$ cat src/rtl/adc_avg_pkg.sv
// Shared types and constants for the ADC averaging decimator.
// The output register FSM state type and the rounding constant live here.
package adc_avg_pkg;

  typedef enum logic {
    ST_EMPTY = 1'b0,
    ST_FULL  = 1'b1
  } out_state_t;

  localparam int ADC_DATA_W = 16;
  localparam int ADC_LOG2_N = 4;

  // Half an LSB of the averaged result, added before the divide so that
  // the shift rounds to nearest (ties up); zero when there is no divide.
  function automatic int unsigned round_const(input int log2n);
    return (log2n == 0) ? 32'd0 : (32'd1 << (log2n - 1));
  endfunction

endpackage

$ cat src/rtl/adc_minmax_track.sv
// Per-window minimum/maximum tracker; window_min/max include the current sample.
// Used by adc_avg_decim only when ADC_AVG_MINMAX_EN is defined.
module adc_minmax_track
  import adc_avg_pkg::*;
#(
  parameter int DATA_W = ADC_DATA_W
) (
  input  logic              clk,
  input  logic              rst_n,
  input  logic [DATA_W-1:0] sample_i,
  input  logic              sample_vld_i,
  input  logic              first_i,
  output logic [DATA_W-1:0] win_min_o,
  output logic [DATA_W-1:0] win_max_o
);

  logic [DATA_W-1:0] min_reg;
  logic [DATA_W-1:0] max_reg;

  // The first sample of a window re-seeds both extremes, so no explicit
  // per-window reset is needed.
  always_comb begin
    win_min_o = (first_i || (sample_i < min_reg)) ? sample_i : min_reg;
    win_max_o = (first_i || (sample_i > max_reg)) ? sample_i : max_reg;
  end

  always_ff @(posedge clk or negedge rst_n) begin
    if (!rst_n) begin
      min_reg <= '0;
      max_reg <= '0;
    end else if (sample_vld_i) begin
      min_reg <= win_min_o;
      max_reg <= win_max_o;
    end
  end

endmodule

$ cat src/rtl/adc_avg_decim.sv
// Averages 2**LOG2_N ADC samples, rounds to nearest and presents the result on a valid/ready register.
// Optional per-window min/max outputs are enabled by defining ADC_AVG_MINMAX_EN.
module adc_avg_decim
  import adc_avg_pkg::*;
#(
  parameter int  DATA_W = ADC_DATA_W,
  parameter int  LOG2_N = ADC_LOG2_N,
  parameter int  ACC_W  = DATA_W + LOG2_N + 1,
  localparam int CNT_W  = (LOG2_N == 0) ? 1 : LOG2_N
) (
  input  logic              clk,
  input  logic              rst_n,
  input  logic [DATA_W-1:0] sample_i,
  input  logic              sample_vld_i,
  input  logic              clear_i,
  output logic [DATA_W-1:0] avg_o,
  output logic              avg_vld_o,
  input  logic              avg_rdy_i,
  output logic              overrun_o,
  output logic [CNT_W-1:0]  fill_cnt_o
`ifdef ADC_AVG_MINMAX_EN
  ,
  output logic [DATA_W-1:0] min_o,
  output logic [DATA_W-1:0] max_o
`endif
);

  localparam int                N        = 1 << LOG2_N;
  localparam logic [CNT_W-1:0]  CNT_LAST = CNT_W'(N - 1);
  localparam logic [ACC_W-1:0]  RND      = ACC_W'(round_const(LOG2_N));
  localparam logic [DATA_W-1:0] AVG_MAX  = '1;

  out_state_t        state_reg;
  logic [ACC_W-1:0]  acc_reg;
  logic [CNT_W-1:0]  cnt_reg;
  logic [DATA_W-1:0] avg_reg;
  logic              overrun_reg;

  logic [ACC_W-1:0]  sum_next;
  logic [ACC_W-1:0]  shifted;
  logic [DATA_W-1:0] result;
  logic              win_done;
  logic              load_out;

  // Sum including the sample arriving this cycle, so the completing sample
  // is folded into the result without an extra clock.
  always_comb begin
    sum_next = acc_reg + ACC_W'(sample_i);
    shifted  = (sum_next + RND) >> LOG2_N;
    result   = (|shifted[ACC_W-1:DATA_W]) ? AVG_MAX : shifted[DATA_W-1:0];
  end

  assign win_done = sample_vld_i && (cnt_reg == CNT_LAST);
  assign load_out = !clear_i && win_done && ((state_reg == ST_EMPTY) || avg_rdy_i);

  always_ff @(posedge clk or negedge rst_n) begin
    if (!rst_n) begin
      state_reg   <= ST_EMPTY;
      acc_reg     <= '0;
      cnt_reg     <= '0;
      avg_reg     <= '0;
      overrun_reg <= 1'b0;
    end else if (clear_i) begin
      state_reg   <= ST_EMPTY;
      acc_reg     <= '0;
      cnt_reg     <= '0;
      overrun_reg <= 1'b0;
    end else begin
      if (sample_vld_i) begin
        if (win_done) begin
          acc_reg <= '0;
          cnt_reg <= '0;
        end else begin
          acc_reg <= sum_next;
          cnt_reg <= cnt_reg + 1'b1;
        end
      end
      if (load_out) avg_reg <= result;
      case (state_reg)
        ST_EMPTY: begin
          if (win_done) state_reg <= ST_FULL;
        end
        ST_FULL: begin
          // A completion with the consumer stalled drops the new result.
          if (win_done && !avg_rdy_i) overrun_reg <= 1'b1;
          else if (!win_done && avg_rdy_i) state_reg <= ST_EMPTY;
        end
        default: state_reg <= ST_EMPTY;
      endcase
    end
  end

  assign avg_o      = avg_reg;
  assign avg_vld_o  = (state_reg == ST_FULL);
  assign overrun_o  = overrun_reg;
  assign fill_cnt_o = cnt_reg;

`ifdef ADC_AVG_MINMAX_EN
  logic [DATA_W-1:0] win_min;
  logic [DATA_W-1:0] win_max;
  logic [DATA_W-1:0] min_reg;
  logic [DATA_W-1:0] max_reg;

  adc_minmax_track #(
    .DATA_W (DATA_W)
  ) u_minmax (
    .clk          (clk),
    .rst_n        (rst_n),
    .sample_i     (sample_i),
    .sample_vld_i (sample_vld_i && !clear_i),
    .first_i      (cnt_reg == '0),
    .win_min_o    (win_min),
    .win_max_o    (win_max)
  );

  always_ff @(posedge clk or negedge rst_n) begin
    if (!rst_n) begin
      min_reg <= '0;
      max_reg <= '0;
    end else if (load_out) begin
      min_reg <= win_min;
      max_reg <= win_max;
    end
  end

  assign min_o = min_reg;
  assign max_o = max_reg;
`endif

endmodule

$ cat config.mk
export PLATFORM = sky130hd
export DESIGN_NAME = adc_avg_decim
export DESIGN_NICKNAME = d
export VERILOG_FILES = /design/src/rtl/adc_avg_pkg.sv /design/src/rtl/adc_minmax_track.sv /design/src/rtl/adc_avg_decim.sv
export SDC_FILE = /design/constraint.sdc
export NUM_CORES = 1
export LEC_CHECK = 0
export BUFFER_PORTS_ARGS = -buffer_cell sky130_fd_sc_hd__buf_2
export CAP_MARGIN = 15
export CORE_MARGIN = 1.5
export CORE_UTILIZATION = 45
export DETAILED_ROUTE_END_ITERATION = 8
export HOLD_SLACK_MARGIN = 0.03
export PLACE_DENSITY = 0.64
export SYNTH_ARGS = -nofsm -noshare
export SYNTH_HDL_FRONTEND = slang
export SYNTH_SLANG_ARGS = --single-unit
export TNS_END_PERCENT = 10
$ cat constraint.sdc
create_clock -name clk -period 6.53 [get_ports clk]
set_input_delay 0.3265 -clock clk [delete_from_list [all_inputs] [get_ports clk]]
set_output_delay 0.3265 -clock clk [all_outputs]
set_load 0.005 [all_outputs]
==> flow_summary_export.csv <==
group,metric,value,unit
synthesis,yosys_most_used_dff,"dfrtp_1",
cts,cts_hold_buf,0,
worst_setup_path,critPathCaptureType,"flop",
grt,grt_pass1_wl,11.2,mm
sta,rsz0062_at_grt,"false",
cts,clock_latency,300,ps
pwr,p_per_area,229,nW/um2
pwr,total_power,739,uW
outcome,status,"finished, final reports clean",
worst_setup_path,crit_required,6670,ps
cts,cts_tree,"built",
placement,portBuffers,42,
placement,place_ws,2770,ps
worst_setup_path,worstSetupStartpoint,"acc_reg[0]$_DFFE_PN0P_",
cts,path_clk_slew,80,ps
route,drc,0,
sta,finalSetupTns,0,ps
cells_and_area,antenna_cells,0,
cells_and_area,drive_above_1_share,0.170,
placement,gp_congestion,0.829,
floorplan,die_y,83.4,um
worst_setup_path,slowest_stage,"xnor2_2",
cts,cts_buffers,5,
synthesis,seq_area_frac_synth,0.370,
placement,dpl.cell_count,427,
worst_setup_path,cp.arrival,3830,ps
cts,cts_resized,0,
route,vias_per_cell,5.66,
grt,antenna_found_initial,0,
route,ant_nets,0,
cells_and_area,largest_reg_flops,21,
worst_setup_path,path_cells,"ha_1 > inv_1 > fa_1 > nor2b_4 > o31a_4 > o31ai_4 > a21oi_1 > xor2_1 > nand4_1 > nor3_1 > nand4_1 > xnor2_2 > a31oi_1",
worst_setup_path,crit_fanout,16,
grt,grt_max_degree,44,
synthesis,synthCells,323,
synthesis,syn_nets,363,
cts,cts_root_buf,"clkbuf_8",
cts,cts.sinks,43,
synthesis,synth-seq-cells,43,
sta,setup_ws,2840,ps
floorplan,fp.coreArea,6280,um2
sta,fin_crit_sh,0.565,
sta,relSlewSlack,0.336,
sta,finalCriticalPeriod,3690,ps
cts,cts_buffer_depth,2,
worst_setup_path,start_kind,"flop",
cells_and_area,final_core_util,0.513,
synthesis,synth_edf_count,0,
floorplan,initial_core_util,0.463,
synthesis,synth.area.top_cells,"dfrtp_1 37%, ha_1 7.7%, xnor2_1 5.1%",
cells_and_area,final_nets,398,
pwr,vdd_drop_max,0.000103,V
sta,holdWs,168,ps
sta,fin_skew,7.81,ps
cts,post_cts_buffers,0,
sta,final_hold_viol_count,0,
synthesis,post-synth-top-area-cell,"dfrtp_1",
worst_setup_path,cp_slowest_stage_delay,580,ps
worst_setup_path,path_common_cell,"nand4_1",
synthesis,async_flop_share,1.00,
synthesis,yosys.area.top_type_share,0.370,
floorplan,ios,43,
synthesis,ys_warn_count,0,
synthesis,synth_common_cells,"43 x dfrtp_1, 35 x nor2_1, 31 x nand2_1, 29 x o21ai_0, 18 x ha_1",
synthesis,ys_types,49,
cells_and_area,syn2layout_area_growth,10.9,%
placement,placed_area,3130,um2
worst_hold_path,hold_class,"in -> async",
floorplan,rows,29,
synthesis,syn_area_per_cell,9.00,um2
route,wire_per_inst,14.9,um
worst_setup_path,r2r_start,"acc_reg[0]$_DFFE_PN0P_",
worst_setup_path,criticalPathCategory,"reg -> reg",
cells_and_area,fin_cells,436,
placement,dpl.hpwl,4.90,mm
sta,tightest_slew,995,ps
grt,grtUsageTotal,0.200,
route,drtPass1Iterations,4,
route,drt_iter0_drc,90,
synthesis,yosysMostFrequentCell,"dfrtp_1",
route,via_count,2467,
cts,htreeDepth,2,
route,drt_wl_total,6.51,mm
sta,max_freq,271,MHz
grt,grt-ovfl-total,0,
sta,setup_viol,0,
flow_run,drv_cap,0,
sta,finalMaxSlewViolations,0,
synthesis,syn_area,2910,um2
cells_and_area,stdcell_area,3220,um2
pwr,p_leak,1.50,nW
floorplan,die_w,83.4,um
grt,grt_pass1_vias,2420,
floorplan,dieArea,6950,um2
[cell type report]
type | count | area, um2
clock buffers | 7 | 76.3
multi-input cells | 255 | 1710
repair buffers | 43 | 225
inverters | 10 | 37.5
well taps | 77 | 96.3
fillers | 647 | 3050
clock inverters | 1 | 5.00
flip-flops and latches | 43 | 1080
[cells by family (layout without fill, tap and decap cells)]
logic type	after synthesis	in the layout	synth area share
AO/OA/AOI/OAI	93	93	0.220
buffers and inverters	25	61	0.0443
multiplexers	1	1	0.00344
adder cells (fa/ha/maj)	19	19	0.0844
XOR/XNOR	31	31	0.0960
flip-flops	43	43	0.370
AND/OR/NAND/NOR	111	111	0.182
[metal layers]
layer	global-route usage	vias up	routed length, um	part of all wire
met2	0.361	48	3380	0.52
met1	0.243	1172	2830	0.44
li1	-	1240	-	-
met3	0.0358	7	224	0.034
met4	0.0561	0	68	0.010
met5	0	-	0	0
[placed cells by master, fill, tap and decap left out, types with 2 or more instances in the layout]
cell / count
dfrtp_1: 43
buf_2: 42
nor2_1: 34
nand2_1: 31
o21ai_0: 29
ha_1: 18
xnor2_1: 17
a31oi_1: 17
a21oi_1: 13
xor2_1: 13
inv_1: 10
a22o_1: 10
nand4_1: 9
nand3_1: 8
nor3_1: 6
clkbuf_8: 5
nand2b_1: 4
nor2b_1: 4
a211oi_1: 3
and2_1: 3
nor3b_1: 3
o21a_1: 2
a21o_1: 2
o31ai_1: 2
o211ai_1: 2
a41oi_1: 2
nor4_1: 2
clkbuf_1: 2
[final timing paths]
check / depth (start not counted) / end / slack [ps]
setup / recovery: 13 / avg_o[6]$_DFFE_PN0P_ / 2840
hold / removal: 1 / acc_reg[14]$_DFFE_PN0P_ / 170
setup reg to reg: 13 / avg_o[6]$_DFFE_PN0P_ / 2840
hold reg to reg: 2 / acc_reg[2]$_DFFE_PN0P_ / 500
max in group asynchronous: 1 / acc_reg[17]$_DFFE_PN0P_ / 5760
min in group clk: 2 / fill_cnt_o[1]$_DFFE_PN0P_ / 260
[power by group]
group / total [mW] / switching (mW) / internal (mW) / leakage (nW)
logic: 0.276 / 0.169 / 0.108 / 0.865
registers: 0.295 / 0.0132 / 0.282 / 0.588
clock network: 0.168 / 0.0929 / 0.0753 / 0.0422
total: 0.739 / 0.275 / 0.464 / 1.50
[worst max-delay path, delay by kind of cell, from the launching register on]
| kind | cells | cell delay [ps] |
|---|---|---|
| buf+inv | 1 | 70 |
| fa+ha+maj | 2 | 460 |
| xor+xnor | 2 | 970 |
| simple gates | 4 | 700 |
| flops | 1 | 390 |
| compound gates | 4 | 940 |
Power figures use the tool's default switching activity.
